### src/rtl/sms_power_engine.sv
// Per-lane GF(2^6) exponentiation x^E by MSB-first square-and-multiply in GF((2^3)^2) tower arithmetic.
// Polynomial-basis ports (modulus x^6+x+1) are mapped into and out of the tower basis when ISO_EN=1.
module sms_power_engine #(
    parameter int LANES  = 1,
    parameter int ISO_EN = 1
) (
    input  logic                 clk,
    input  logic                 rst_n,
    input  logic                 in_valid,
    output logic                 in_ready,
    input  logic [6*LANES-1:0]   in_x,
    input  logic [5:0]           in_exp,
    output logic                 out_valid,
    input  logic                 out_ready,
    output logic [6*LANES-1:0]   out_y,
    output logic                 busy
);

    typedef enum logic [1:0] {IDLE, RUN, DONE} state_t;

    // Tower element {h, l} = h*Y + l with Y^2 = Y + NU; GF(8) digits use the normal basis {b, b^2, b^4}.
    localparam logic [5:0] TOWER_ONE = 6'h07;
    localparam logic [2:0] NU        = 3'b001;

    function automatic logic [2:0] gf8_mul(input logic [2:0] a, input logic [2:0] b);
        logic p01, p02, p12;
        p01 = (a[0] & b[1]) ^ (a[1] & b[0]);
        p02 = (a[0] & b[2]) ^ (a[2] & b[0]);
        p12 = (a[1] & b[2]) ^ (a[2] & b[1]);
        return {(a[1] & b[1]) ^ p01 ^ p02,
                (a[0] & b[0]) ^ p02 ^ p12,
                (a[2] & b[2]) ^ p01 ^ p12};
    endfunction

    function automatic logic [2:0] gf8_sq(input logic [2:0] a);
        return {a[1], a[0], a[2]};
    endfunction

    function automatic logic [5:0] gf64_mul(input logic [5:0] a, input logic [5:0] b);
        logic [2:0] hh;
        hh = gf8_mul(a[5:3], b[5:3]);
        return {hh ^ gf8_mul(a[5:3], b[2:0]) ^ gf8_mul(a[2:0], b[5:3]),
                gf8_mul(hh, NU) ^ gf8_mul(a[2:0], b[2:0])};
    endfunction

    function automatic logic [5:0] gf64_sq(input logic [5:0] a);
        logic [2:0] hs;
        hs = gf8_sq(a[5:3]);
        return {hs, gf8_mul(hs, NU) ^ gf8_sq(a[2:0])};
    endfunction

    function automatic logic [5:0] lin_map(input logic [35:0] cols, input logic [5:0] v);
        logic [5:0] r;
        r = '0;
        for (int i = 0; i < 6; i++) begin
            if (v[i]) r = r ^ cols[6*i +: 6];
        end
        return r;
    endfunction

    // Column i is r^i, where r is the smallest tower root of x^6+x+1.
    function automatic logic [35:0] build_iso();
        logic [35:0] cols;
        logic [5:0]  p;
        logic        found;
        cols  = '0;
        found = 1'b0;
        for (int r = 1; r < 64; r++) begin
            p = TOWER_ONE;
            for (int k = 0; k < 6; k++) p = gf64_mul(p, 6'(r));
            if (!found && ((p ^ 6'(r) ^ TOWER_ONE) == 6'h00)) begin
                found = 1'b1;
                p     = TOWER_ONE;
                for (int i = 0; i < 6; i++) begin
                    cols[6*i +: 6] = p;
                    p = gf64_mul(p, 6'(r));
                end
            end
        end
        return cols;
    endfunction

    function automatic logic [35:0] build_inv(input logic [35:0] fwd);
        logic [35:0] cols;
        cols = '0;
        for (int j = 0; j < 6; j++) begin
            for (int q = 0; q < 64; q++) begin
                if (lin_map(fwd, 6'(q)) == 6'(1 << j)) cols[6*j +: 6] = 6'(q);
            end
        end
        return cols;
    endfunction

    localparam logic [35:0] ISO_COLS = build_iso();
    localparam logic [35:0] INV_COLS = build_inv(ISO_COLS);

    state_t               state, state_next;
    logic [6*LANES-1:0]   base, acc, acc_step, x_tower, y_poly;
    logic [5:0]           exp_r;
    logic [2:0]           cnt;
    logic                 exp_bit;

    always_ff @(posedge clk) begin
        if (!rst_n) state <= IDLE;
        else        state <= state_next;
    end

    always_comb begin
        state_next = state;
        case (state)
            IDLE:    if (in_valid)    state_next = RUN;
            RUN:     if (cnt == 3'd0) state_next = DONE;
            DONE:    if (out_ready)   state_next = IDLE;
            default:                  state_next = IDLE;
        endcase
        in_ready  = (state == IDLE);
        out_valid = (state == DONE);
        busy      = (state != IDLE);
    end

    // One square-and-multiply step per lane, plus the basis conversions at the boundaries.
    always_comb begin
        x_tower  = '0;
        acc_step = '0;
        y_poly   = '0;
        exp_bit  = exp_r[cnt];
        for (int i = 0; i < LANES; i++) begin
            acc_step[6*i +: 6] = exp_bit ? gf64_mul(gf64_sq(acc[6*i +: 6]), base[6*i +: 6])
                                         : gf64_sq(acc[6*i +: 6]);
            x_tower[6*i +: 6]  = (ISO_EN != 0) ? lin_map(ISO_COLS, in_x[6*i +: 6]) : in_x[6*i +: 6];
            y_poly[6*i +: 6]   = (ISO_EN != 0) ? lin_map(INV_COLS, acc_step[6*i +: 6])
                                               : acc_step[6*i +: 6];
        end
    end

    always_ff @(posedge clk) begin
        if (!rst_n) begin
            base  <= '0;
            acc   <= '0;
            exp_r <= '0;
            cnt   <= '0;
            out_y <= '0;
        end else begin
            case (state)
                IDLE: begin
                    if (in_valid) begin
                        base  <= x_tower;
                        exp_r <= in_exp;
                        acc   <= {LANES{TOWER_ONE}};
                        cnt   <= 3'd5;
                    end
                end
                RUN: begin
                    acc <= acc_step;
                    if (cnt == 3'd0) out_y <= y_poly;
                    else             cnt   <= cnt - 3'd1;
                end
                default: ;
            endcase
        end
    end

endmodule

### config.mk
export PLATFORM = sky130hd
export DESIGN_NAME = sms_power_engine
export DESIGN_NICKNAME = d
export VERILOG_FILES = /design/src/rtl/sms_power_engine.sv
export SDC_FILE = /design/constraint.sdc
export NUM_CORES = 1
export LEC_CHECK = 0
export BUFFER_PORTS_ARGS = -buffer_cell sky130_fd_sc_hd__buf_2
export CAP_MARGIN = 20
export CORE_UTILIZATION = 60
export DETAILED_ROUTE_END_ITERATION = 8
export GPL_ROUTABILITY_DRIVEN = 0
export PLACE_DENSITY = 0.8
export REMOVE_ABC_BUFFERS = 1
export SYNTH_ARGS = -nofsm -noshare
export SYNTH_HDL_FRONTEND = slang
export SYNTH_SLANG_ARGS = --single-unit
### constraint.sdc
create_clock -name clk -period 3.4 [get_ports clk]
set_input_delay 0.68 -clock clk [delete_from_list [all_inputs] [get_ports clk]]
set_output_delay 0.68 -clock clk [all_outputs]
set_load 0.05 [all_outputs]
# [Yosys cells after proc, flatten, opt, wreduce, memory -nomap -nowiden]
# Index checks and enable logic that the tools add are counted.
[classes] n_lt_le_gt_ge=1 n_addsub=1 eq_ne=6 n_bitwise=90 reduce_logical=9 n_mux=24
[op_table] op="$mux 6" n=9
[op_table] op="$xor 1x1->1" n=40
[op_table] op="$and 1x1->1" n=36
[op_table] op="$mux 5" n=3
[op_table] op="$not 4->4" n=3
[op_table] op="$pmux 6 s2" n=1
[op_table] op="$xor 3x3->3" n=4
[op_table] op="$mux 3" n=3
[op_table] op="$mux 2" n=3
[op_table] op="$ne 2x2->1 const B" n=3
[op_table] op="$not 3->3" n=2
[op_table] op="$pmux 2 s3" n=1
[op_table] op="$pmux 3 s2" n=1
[op_table] op="$reduce_and 2->1" n=3
[op_table] op="$reduce_and 3->1" n=2
[op_table] op="$lt 3x4->1 const B" n=1
[op_table] op="$mux 4" n=1
[op_table] op="$not 2->2" n=2
[op_table] op="$not 2->4" n=1
[op_table] op="$not 3->4" n=1
[op_table] op="$reduce_bool 2->1" n=2
[op_table] op="$bmux 1 s3" n=1
[op_table] op="$logic_not 3->1" n=1
[op_table] op="$sub 3x1->3 const B" n=1
[op_table] op="other kinds (6)" n=6
[totals] output_inout_bits=9 register_bits=29 word_cells=137

# [Depth between registers and ports, before layout]
# Gate-level depths: netlist (run 1).
[depth] depth_word=19 mapped_depth=12 depth_no_buf=10

# [Least setup slack after synthesis (run 1)]
# OpenSTA, ideal clock, no wires.
[synth_path] kind="register to register" startpoint="register acc[0]" endpoint="register out_y[3]" t_arrival_ps=2381 t_required_ps=3331 setup_time_ps=69 stages_incl_launch_ff=10 path_slack_ps=950 synth_period_minus_slack_ps=2450 path_buffers=1 path_cell_list="dfxtp_1 buf_6 xor3_2 nand2_1 xnor2_1 xnor2_1 xnor3_1 mux2i_1 xnor3_1 o21ai_1"
[synth_via] elab_chain_cells=14
[synth_rtl] item="start, declared" line="98" source="logic [6*LANES-1:0] base, acc, acc_step, x_tower, y_poly;"
[synth_rtl] item="start signal, assigned" line="149" source="acc <= {LANES{TOWER_ONE}};"
[synth_rtl] item="start signal, assigned" line="154" source="acc <= acc_step;"
[synth_rtl] item="$xor 3x3->3 *" line="49" source="return {hs, gf8_mul(hs, NU) ^ gf8_sq(a[2:0])};"
[synth_rtl] item="$and 1x1->1" line="29" source="p12 = (a[1] & b[2]) ^ (a[2] & b[1]);"
[synth_rtl] item="$xor 1x1->1" line="29"
[synth_rtl] item="$xor 1x1->1" line="31" source="(a[0] & b[0]) ^ p02 ^ p12,"
[synth_rtl] item="$xor 3x3->3" line="43" source="gf8_mul(hh, NU) ^ gf8_mul(a[2:0], b[2:0])};"
[synth_rtl] item="$mux 6 *" line="128" source="acc_step[6*i +: 6] = exp_bit ? gf64_mul(gf64_sq(acc[6*i +: 6]), base[6*i +: 6])"
[synth_rtl] item="$mux 5" line="56" source="if (v[i]) r = r ^ cols[6*i +: 6];"
[synth_rtl] item="$not 4->4 (no source line)"
[synth_rtl] item="$mux 4" line="56"
[synth_rtl] item="$mux 6" line="56"
[synth_rtl] item="$not 4->4 (no source line)"
[synth_rtl] item="$mux 6" line="56"
[synth_rtl] item="$not 3->3 (no source line)"
[synth_rtl] item="$mux 6 *" line="56"
[synth_rtl] item="end signal, assigned" line="155" source="if (cnt == 3'd0) out_y <= y_poly;"
[synth_rtl] item="end, declared" line="15" source="output logic [6*LANES-1:0] out_y,"
# Every way passes the cells marked *; elsewhere a longest branch is shown, timed or not.
# A chain may end at the register's enable or synchronous reset.

# [Final worst setup path (run 1)]
[layout_path] startpoint="register base[0]" endpoint="register out_y[2]"
[layout_via] elab_chain_cells=15
[layout_rtl] item="start, declared" line="98"
[layout_rtl] item="start signal, assigned" line="147" source="base <= x_tower;"
[layout_rtl] item="$and 1x1->1" line="27" source="p01 = (a[0] & b[1]) ^ (a[1] & b[0]);"
[layout_rtl] item="$xor 1x1->1" line="27"
[layout_rtl] item="$xor 1x1->1 (2 in series)" line="32" source="(a[2] & b[2]) ^ p01 ^ p12};"
[layout_rtl] item="$xor 3x3->3" line="43"
[layout_rtl] item="$mux 6 *" line="128"
[layout_rtl] item="$mux 5 (2 in series)" line="56"
[layout_rtl] item="$not 4->4 (no source line)"
[layout_rtl] item="$mux 4" line="56"
[layout_rtl] item="$not 3->4 (no source line)"
[layout_rtl] item="$mux 6" line="56"
[layout_rtl] item="$not 4->4 (no source line)"
[layout_rtl] item="$mux 6 * (2 in series)" line="56"
# Marked as above.

==> results of run 1 <==
-- registers in the layout, indices dropped and copies added, names as in the netlist --
register  count
acc           6
base          6
exp_r         6
out_y         6
cnt           3
state         2
-- metal layers --
| layer | part of all wire [%] | track usage, % |
|---|---|---|
| met2 | 46 | 43.8 |
| met1 | 48 | 39.0 |
| met4 | 0.70 | 8.00 |
| met3 | 5.7 | 4.70 |
| met5 | 0 | 0 |
-- synth_stat cells (all sizes together) (2+ instances only) --
cell,number,area share (%)
or3,3,0.66
xnor3,3,2.4
o221ai,3,1.1
xor2,16,4.9
nand2,51,6.8
inv,10,1.3
nand2b,8,1.7
ha,2,0.87
a32o,2,0.70
a211oi,2,0.52
nor2,15,2.0
dfxtp,29,20
a22oi,6,1.6
nand3,9,1.6
nor2b,11,2.5
a31oi,3,0.66
xnor2,34,12
a21boi,9,2.4
a221oi,2,0.61
buf,24,4.9
mux2i,15,5.2
a2bb2oi,2,0.61
a21oi,16,2.9
a222oi,2,0.70
or2,2,0.44
a21o,2,0.52
a32oi,3,0.92
nand3b,2,0.52
o21ai,37,6.6
o31ai,2,0.52
o211ai,3,0.79
nor3,6,1.0
nor3b,5,1.3
and2,6,1.3
o211a,3,1.0
clkbuf,8,1.0
o22ai,3,0.66
-- how the worst min path moves through the flow --
stage	end	slack, ns
final	exp_r[5]$_SDFFE_PN0P_	0.46
after global routing	exp_r[4]$_SDFFE_PN0P_	0.49
after CTS	exp_r[5]$_SDFFE_PN0P_	0.47
after detailed placement	exp_r[5]$_SDFFE_PN0P_	0.46
after global placement	exp_r[0]$_SDFFE_PN0P_	0.45
after floorplan	exp_r[4]$_SDFFE_PN0P_	0.44
-- kinds of logic (layout without fill, tap and decap cells) --
kind of cell             after synthesis  after routing  synth area share, %
adder cells (fa/ha/maj)                2              2                0.874
buffers and inverters                 42             51                 7.26
AO/OA/AOI/OAI                        107            107                 25.0
multiplexers                          17             17                 6.42
XOR/XNOR                              54             54                 20.1
flip-flops                            29             29                 20.3
AND/OR/NAND/NOR                      119            119                 20.1
-- power by group --
group | switching (mW) | internal, mW
registers | 0.0815 | 0.381
clock network | 0.142 | 0.142
logic | 0.390 | 0.308
-- layout make-up --
class	count	area (um2)	share of cell area (%)
multi-input cells	299	2070	68.0
flip-flops and latches	29	581	19.0
repair buffers	33	213	6.97
inverters	10	37.5	1.23
well taps	52	65.1	2.13
clock inverters	2	10.0	0.328
clock buffers	6	72.6	2.38
-- through the flow --
| stage | util (%) | worst slack [ns] | hold WS (ns) |
|---|---|---|---|
| 5_1_grt | 68.2 | 0.139 | 0.495 |
| 6_report | 68.2 | 0.407 | 0.461 |
| 3_5_place_dp | 66.4 | 0.508 | 0.460 |
| 3_3_place_gp | 66.4 | 0.551 | 0.453 |
| 2_1_floorplan | - | 0.459 | 0.440 |
| 4_1_cts | 68.2 | 0.446 | 0.466 |
-- worst register-to-register path, stage by stage (launching register included) --
cell and delay (ns):
sky130_fd_sc_hd__dfxtp_1 0.80, sky130_fd_sc_hd__nor2_1 0.12, sky130_fd_sc_hd__a22o_1 0.25, sky130_fd_sc_hd__a32oi_1 0.14, sky130_fd_sc_hd__nor2_1 0.05, sky130_fd_sc_hd__a221oi_1 0.42
sky130_fd_sc_hd__xnor3_1 0.50, sky130_fd_sc_hd__xnor2_2 0.19, sky130_fd_sc_hd__xnor2_1 0.13, sky130_fd_sc_hd__or2_1 0.22, sky130_fd_sc_hd__a21oi_2 0.11
==> summary.json, run 1 <==
{
  "transition_at_the_pin_with_the_smallest_max_transition_slack_ns": 0.735,
  "vias": 2592,
  "failed_checks": "DRC",
  "final.period_utilization_pct": 88.0,
  "detail_route.drc_violations": 1,
  "yosys_most_used_dff": "sky130_fd_sc_hd__dfxtp_1",
  "r2r-end": "out_y[2]$_SDFFE_PN0P_",
  "number_of_levels_the_h_tree_was_split_into": 2,
  "holdCritStartpoint": "exp_r[5]$_SDFFE_PN0P_",
  "core.rowCount": 24,
  "slew_viol_final": 0,
  "finalSetupViolations": 0,
  "final_cell_area_um2": 3050,
  "final_worst_path_period_need_ns": 2.99,
  "detail_route.wl_per_cell_um": 15.2,
  "crit_buf_inv": 0,
  "worst_setup_path_start_kind": "flip-flop",
  "outcome": "complete, but fails checks",
  "maxCapViolations": 0,
  "dieArea_um2": 5050,
  "root_buffer": "sky130_fd_sc_hd__clkbuf_8",
  "final_cells": 431,
  "dp_hpwl_um": 4630,
  "layout-area-overhead-vs-synth_pct": 6.64,
  "floorplan.die.height_um": 71.1,
  "syn-mean-instance-area_um2": 7.74,
  "synth.lib_cells_used.distinct": 59,
  "worstPathCellList": "nor2_1 > a22o_1 > a32oi_1 > nor2_1 > a221oi_1 > xnor3_1 > xnor2_2 > xnor2_1 > or2_1 > a21oi_2",
  "max-clock-path-buffers": 2,
  "grt_first_pass_wirelength_um": 11000,
  "syn-instance-count": 370,
  "leakage_nw": 1.23,
  "powerDensity_nw_per_um2": 473,
  "ff2ff_path_depth": 10,
  "cts_hold_buf": 0,
  "timing.critical_path.slowest_stage_cell": "sky130_fd_sc_hd__dfxtp_1",
  "fmax_ghz": 0.334,
  "dp_cells": 423,
  "hp-class": "flip-flop to flip-flop",
  "ant_nets": 0,
  "cp_data_required_time_ns": 3.63,
  "clock_sink_count": 29,
  "synth_sequential_area_ratio_pct": 20.3,
  "worst_path_largest_cell_delay_ns": 0.80,
  "max_slew_margin_pct": 50.9,
  "buffer_ports.inserted": 24,
  "aggregate_negative_setup_slack_ns": 0,
  "async_flop_share_pct": 0,
  "drive_above_1_share_pct": 14.8,
  "routed_wl_um": 6540,
  "timing.critical_path.to_type": "flip-flop",
  "most_repeated_library_cell_on_the_critical_path": "sky130_fd_sc_hd__nor2_1",
  "avgViaCountPerCell": 6.01,
  "clkTransAtPathRegs_ns": 0.07,
  "post_cts_resize_count": 0,
  "post-cts-setup-buffer-count": 0,
  "timing.rr.start": "base[0]$_SDFFE_PN0P_",
  "grt_antenna_before_repair": 0,
  "clk-insertion-delay-late_ns": 0.29,
  "drt_first_pass_iters": 7,
  "worstSetupEndpoint": "out_y[2]$_SDFFE_PN0P_",
  "layout.nets": 396,
  "unrepaired_setup_endpoints_after_global_routing": "no",
  "peakVddDrop_uv": 316,
  "mostFrequentLayoutCell": "sky130_fd_sc_hd__nand2_1",
  "hold-path-cell-count": 2,
  "synth-edff-count": 0,
  "grt.overflow.total": 0,
  "startpoint": "base[0]$_SDFFE_PN0P_",
  "fill_cells": 377,
  "cp_num_cells": 10,
  "regToRegSetupSlack_ns": 0.41,
  "drt-initial-drc-count": 275,
  "cp_max_fo": 22,
  "detailed_place.area_um2": 2970,
  "ys.warnings.count": 0,
  "tritoncts": "done",
  "grt.total_usage_pct": 27.7,
  "n_antenna_cell": 0,
  "timing.final.hold_violations": 0,
  "chipWidth_um": 71.1,
  "finClkSkew_ns": 0.0113,
  "floorplan.core_area_um2": 4470,
  "syn_std_cell_area_um2": 2860,
  "final_cell_mix": "sky130_fd_sc_hd__nand2_1 (50), sky130_fd_sc_hd__o21ai_0 (30), sky130_fd_sc_hd__dfxtp_1 (29), sky130_fd_sc_hd__xnor2_1 (28), sky130_fd_sc_hd__buf_2 (24)",
  "path_class": "flip-flop to flip-flop",
  "number_of_buffers_created_by_cts": 5,
  "crit_family": "compound AO/OA/AOI/OAI gates",
  "grt_max_degree": 32,
  "postSynthRegisterBits": 29,
  "num_io_pins": 25,
  "effective_utilization_at_floorplan_pct": 64.0,
  "worst_ep_arrival_time_ns": 3.22,
  "total_power_mw": 1.44,
  "vias_in_the_first_global_route": 2349
}
(Power assumes the default switching activity.)
==> inputs of run 2 (changes only) <==
--- a/config.mk
+++ b/config.mk
@@ -13,4 +13,5 @@
 export PLACE_DENSITY = 0.8
 export REMOVE_ABC_BUFFERS = 1
+export SETUP_SLACK_MARGIN = 0.4
 export SYNTH_ARGS = -nofsm -noshare
 export SYNTH_HDL_FRONTEND = slang
==> constraint.sdc (replaced) <==
create_clock -name clk -period 3.4 [get_ports clk]
set_input_delay 0.17 -clock clk [delete_from_list [all_inputs] [get_ports clk]]
set_output_delay 0.17 -clock clk [all_outputs]
set_load 0.05 [all_outputs]
==> run 2 against run 1 <==
Against the previous run:
- the flow still finishes with violations (DRC)
- clock power is essentially flat
- die area did not move
- utilization is 0.36 points higher
- global-route usage unchanged
==> summary.json, run 2 (same netlist as run 1, synthesis figures left out) <==
{
  "clock_sink_count": 29,
  "timing.critical_path.to_type": "flip-flop",
  "worst_ep_arrival_time_ns": 3.04,
  "drive_above_1_share_pct": 17.2,
  "total_power_mw": 1.45,
  "slew_viol_final": 0,
  "number_of_buffers_created_by_cts": 5,
  "sequential_power_share_pct": 32.1,
  "powerDensity_nw_per_um2": 472,
  "final_cell_mix": "sky130_fd_sc_hd__nand2_1 (50), sky130_fd_sc_hd__o21ai_0 (29), sky130_fd_sc_hd__xnor2_1 (28), sky130_fd_sc_hd__buf_2 (24), sky130_fd_sc_hd__dfxtp_1 (22)",
  "aggregate_negative_setup_slack_ns": 0,
  "p_sw_uw": 614,
  "unrepaired_setup_endpoints_after_global_routing": "yes",
  "detail_route.drc_violations": 1,
  "met3_usage_pct": 4.70,
  "peakVddDrop_uv": 318,
  "layout.nets": 396,
  "comb_power_share_pct": 48.4,
  "finClkSkew_ns": 0.0100,
  "intPower_uw": 834,
  "grt.total_usage_pct": 27.7,
  "dp_hpwl_um": 4630,
  "final_worst_path_period_need_ns": 2.82,
  "failed_checks": "DRC",
  "max-clock-path-buffers": 2,
  "final.period_utilization_pct": 82.8,
  "layout-area-overhead-vs-synth_pct": 7.21,
  "routed_wl_um": 6520,
  "avgViaCountPerCell": 6.06,
  "sw_frac_of_total_pct": 42.4,
  "timing.critical_path.slowest_stage_cell": "sky130_fd_sc_hd__xnor3_2",
  "regToRegSetupSlack_ns": 0.58,
  "cp_data_required_time_ns": 3.62,
  "gr-max-usage-layer": "met2",
  "n_antenna_cell": 0,
  "maxCapViolations": 0,
  "detail_route.wl_per_cell_um": 15.1,
  "grt_first_pass_wirelength_um": 11000,
  "grt_antenna_before_repair": 0,
  "mostFrequentLayoutCell": "sky130_fd_sc_hd__nand2_1",
  "floorplan.core_area_um2": 4470,
  "outcome": "complete, but fails checks",
  "crit_buf_inv": 2,
  "grt.overflow.total": 0,
  "drt_first_pass_iters": 7,
  "crit_family": "XOR/XNOR gates",
  "path_class": "flip-flop to flip-flop",
  "worst_setup_path_start_kind": "flip-flop",
  "root_buffer": "sky130_fd_sc_hd__clkbuf_8",
  "cp_max_fo": 14,
  "number_of_levels_the_h_tree_was_split_into": 2,
  "dieArea_um2": 5050,
  "grt_max_degree": 32,
  "chipWidth_um": 71.1,
  "hp-class": "primary input to flip-flop",
  "hold-path-cell-count": 3,
  "vias_in_the_first_global_route": 2349,
  "fmax_ghz": 0.355,
  "worst_path_largest_cell_delay_ns": 0.45,
  "effective_utilization_at_floorplan_pct": 64.0,
  "timing.final.hold_violations": 0,
  "clk-insertion-delay-late_ns": 0.29,
  "use_met2_pct": 43.8,
  "worstPathCellList": "buf_4 > buf_4 > nand2b_1 > o21ai_0 > a22oi_1 > o21ai_1 > xnor3_2 > mux2i_1 > xnor3_1 > o21ai_1",
  "vias": 2611,
  "power.clock.fraction_pct": 19.5,
  "ff2ff_path_depth": 10,
  "max_slew_margin_pct": 54.1,
  "clkTransAtPathRegs_ns": 0.07,
  "floorplan.die.height_um": 71.1,
  "grt_util_met1_pct": 39.0,
  "tritoncts": "done",
  "ant_nets": 0,
  "buffer_ports.inserted": 24,
  "finalSetupViolations": 0,
  "transition_at_the_pin_with_the_smallest_max_transition_slack_ns": 0.688,
  "core.rowCount": 24,
  "cp_num_cells": 10,
  "fin_util_pct": 68.6,
  "num_io_pins": 25,
  "drt-initial-drc-count": 245,
  "leakage_nw": 1.24
}
[run 2: cell counts in the layout (fill, tap and decap cells not counted)]
Identical to the previous run, type by type.
[run 2: path summary, 6_finish.rpt]
kind / from / endpoint
setup / recovery: acc[4]$_SDFFE_PN0P_ / out_y[3]$_SDFFE_PN0P_
hold reg to reg: exp_r[5]$_SDFFE_PN0P_ / exp_r[5]$_SDFFE_PN0P_
setup reg to reg: acc[4]$_SDFFE_PN0P_ / out_y[3]$_SDFFE_PN0P_
hold / removal: in_exp[2] / exp_r[2]$_SDFFE_PN0P_
[run 2: repair_timing]
action / in CTS / in global routing
resized for setup: 0 / 10
hold buffers: 0 / 0
endpoints found under the setup margin: 0 / 8
buffers inserted: 0 / 0
[run 2: worst min-delay path: stages]
cell and delay (ns):
sky130_fd_sc_hd__buf_2 0.09, sky130_fd_sc_hd__nand2_1 0.04, sky130_fd_sc_hd__a21boi_0 0.06
[run 2: cell type report]
class / instances / area (um2)
clock inverter: 2 / 10.0
sequential: 29 / 589
timing repair buffer: 33 / 213
clock buffer: 6 / 72.6
fill: 377 / 1410
inverter: 10 / 37.5
multi-input combinational: 299 / 2080
tap: 52 / 65.1
[run 2: power groups by stage]
stage / clock network, mW / registers [mW] / logic [mW]
CTS: 0.288 / 0.461 / 0.697
finish: 0.283 / 0.464 / 0.701
detailed placement: 0 / 0.468 / 0.693
global placement: 0 / 0.466 / 0.679
floorplan: 0 / 0.485 / 0.520
global route: 0.301 / 0.475 / 0.767
[run 2: stage by stage]
| step | std cells | hold slack [ns] | instance area [um2] | setup slack (ns) |
|---|---|---|---|---|
| after floorplan | 338 | 0.286 | 2690 | 0.459 |
| after global placement | 423 | 0.421 | 2970 | 0.551 |
| after detailed placement | 423 | 0.429 | 2970 | 0.508 |
| after CTS | 431 | 0.130 | 3050 | 0.446 |
| after global routing | 431 | 0.155 | 3070 | 0.394 |
| final | 431 | 0.134 | 3070 | 0.584 |
[run 2: layer usage]
layer  routed length, um  vias to the layer above
li1                    -                     1310
met1                3020                     1203
met2                3020                       87
met3                 400                       11
met4                  83                        0
met5                   0                        -
==> inputs of run 3 (changes only) <==
Settings changed: CORE_UTILIZATION 60 to 55, PLACE_DENSITY 0.8 to 0.77.
Clock period 3.4 ns to 2.45 ns, I/O delays scaled along.
==> run 3 against run 2 <==
Against the previous run:
- the flow finishes with violations (setup timing)
- die area is 8.8% higher
- via count increased by 28%
- clock skew is 0.0042 ns lower
- flip-flop and latch count is the same
- global-route usage rose by 6.3 points
- fmax decreased by 3.0%
- clock-buffer cell count stayed put
- largest cell class unchanged
- highest routed layer unchanged
==> summary.json, run 3 (same netlist as run 1, synthesis figures left out) <==
{
  "clkTransAtPathRegs_ns": 0.07,
  "grt_antenna_before_repair": 0,
  "dp_hpwl_um": 5630,
  "startpoint": "acc[3]$_SDFFE_PN0P_",
  "worst_setup_path_start_kind": "flip-flop",
  "detail_route.wl_per_cell_um": 20.6,
  "detail_route.drc_violations": 0,
  "n_antenna_cell": 0,
  "hp-class": "primary input to flip-flop",
  "sw_frac_of_total_pct": 41.8,
  "drt-initial-drc-count": 538,
  "fmax_ghz": 0.344,
  "final_worst_path_period_need_ns": 2.90,
  "number_of_levels_the_h_tree_was_split_into": 2,
  "avgViaCountPerCell": 6.41,
  "layout-area-overhead-vs-synth_pct": 39.6,
  "cp_data_required_time_ns": 2.62,
  "p_sw_mw": 1.11,
  "worst_ep_arrival_time_ns": 3.07,
  "fin_util_pct": 81.9,
  "power.clock.fraction_pct": 20.3,
  "cp_max_fo": 8,
  "floorplan.core_area_um2": 4880,
  "layout.nets": 472,
  "cts_hold_buf": 0,
  "chipWidth_um": 74.1,
  "peakVddDrop_uv": 588,
  "effective_utilization_at_floorplan_pct": 58.7,
  "drive_above_1_share_pct": 38.9,
  "maxCapViolations": 0,
  "clock_sink_count": 29,
  "grt_first_pass_wirelength_um": 14200,
  "holdCritStartpoint": "in_exp[2]",
  "floorplan.die.height_um": 74.1,
  "timing.critical_path.slowest_stage_cell": "sky130_fd_sc_hd__a222oi_1",
  "grt.total_usage_pct": 34.0,
  "finalSetupViolations": 10,
  "timing.rr.start": "acc[3]$_SDFFE_PN0P_",
  "max-clock-path-buffers": 2,
  "tritoncts": "done",
  "timing.critical_path.to_type": "flip-flop",
  "vias": 3348,
  "outcome": "complete, but fails checks",
  "worst_path_largest_cell_delay_ns": 0.52,
  "core.rowCount": 25,
  "regToRegSetupSlack_ns": -0.45,
  "final_cell_mix": "sky130_fd_sc_hd__buf_4 (74), sky130_fd_sc_hd__nand2_1 (48), sky130_fd_sc_hd__o21ai_0 (24), sky130_fd_sc_hd__buf_2 (24)",
  "transition_at_the_pin_with_the_smallest_max_transition_slack_ns": 0.539,
  "failed_checks": "setup timing",
  "comb_power_share_pct": 56.5,
  "dieArea_um2": 5500,
  "routed_wl_um": 10800,
  "final_critical_path_setup_slack_ns": -0.453,
  "ant_nets": 0,
  "root_buffer": "sky130_fd_sc_hd__clkbuf_8",
  "num_io_pins": 25,
  "buffer_ports.inserted": 24,
  "holdWs_ns": 0.0758,
  "leakage_nw": 1.71,
  "intPower_mw": 1.54,
  "unrepaired_setup_endpoints_after_global_routing": "yes",
  "timing.final.hold_violations": 0,
  "worstPathCellList": "buf_12 > buf_6 > nor3b_1 > a31oi_1 > o21ai_1 > a222oi_1 > xnor2_1 > xnor2_2 > mux2i_2 > xor2_2 > nor3_1 > nand3b_1",
  "drt_first_pass_iters": 8,
  "powerDensity_nw_per_um2": 662,
  "crit_buf_inv": 2,
  "final.period_utilization_pct": 118,
  "clk-insertion-delay-late_ns": 0.29,
  "grt.overflow.total": 0,
  "vias_in_the_first_global_route": 2997,
  "path_class": "flip-flop to flip-flop",
  "number_of_buffers_created_by_cts": 5,
  "grt_max_degree": 32,
  "finClkSkew_ns": 0.00585,
  "total_power_mw": 2.65,
  "max_slew_margin_pct": 64.1,
  "slew_viol_final": 0,
  "sequential_power_share_pct": 23.2,
  "crit_family": "compound AO/OA/AOI/OAI gates",
  "mostFrequentLayoutCell": "sky130_fd_sc_hd__buf_4"
}
[run 3: repair_timing]
item | 4_1_cts | 5_1_grt
buffers inserted | 6 | 7
endpoints found under the setup margin | 12 | 12
resized for setup | 48 | 20
pin swaps | 9 | 9
cloned | 0 | 1
[run 3: layout make-up]
| type | count | area, um2 |
|---|---|---|
| fill | 290 | 885 |
| timing repair buffer | 109 | 840 |
| clock buffer | 6 | 82.6 |
| multi-input combinational | 299 | 2310 |
| clock inverter | 2 | 37.5 |
| tap | 67 | 83.8 |
| sequential | 29 | 604 |
| inverter | 10 | 37.5 |
[run 3: metal layers]
metal | global-route usage [%] | wire length [um]
met3 | 6.64 | 1080
met5 | 0 | 0
met4 | 17.7 | 740
met2 | 57.8 | 5040
met1 | 40.7 | 3910
[run 3: path summary, 6_finish.rpt]
kind	end	cells after the start
max	out_y[5]$_SDFFE_PN0P_	12
min	exp_r[2]$_SDFFE_PN0P_	3
max reg2reg	out_y[5]$_SDFFE_PN0P_	12
min reg2reg	exp_r[5]$_SDFFE_PN0P_	2
[run 3: worst reg2reg max path, stage by stage (launching register included)]
cell	delay, ns
sky130_fd_sc_hd__dfxtp_4	0.43
sky130_fd_sc_hd__buf_12	0.15
sky130_fd_sc_hd__buf_6	0.11
sky130_fd_sc_hd__nor3b_1	0.04
sky130_fd_sc_hd__a31oi_1	0.22
sky130_fd_sc_hd__o21ai_1	0.15
sky130_fd_sc_hd__a222oi_1	0.52
sky130_fd_sc_hd__xnor2_1	0.25
sky130_fd_sc_hd__xnor2_2	0.22
sky130_fd_sc_hd__mux2i_2	0.26
sky130_fd_sc_hd__xor2_2	0.19
sky130_fd_sc_hd__nor3_1	0.08
sky130_fd_sc_hd__nand3b_1	0.18
[run 3: through the flow]
step / worst slack, ns / area [um2] / cells / TNS [ns]
final: -0.453 / 4000 / 522 / -2.74
after global routing: -0.543 / 4000 / 522 / -3.40
after CTS: -0.0807 / 3820 / 514 / -0.378
after detailed placement: -0.310 / 3470 / 500 / -2.04
after global placement: -0.311 / 3470 / 500 / -1.70
after floorplan: -0.491 / 2690 / 338 / -3.62
[run 3: power by group through the flow]
stage,clock [mW],sequential (mW),combinational (mW)
floorplan,0,0.673,0.722
global placement,0,0.608,1.17
detailed placement,0,0.610,1.21
CTS,0.527,0.605,1.32
global route,0.558,0.623,1.57
finish,0.537,0.615,1.49
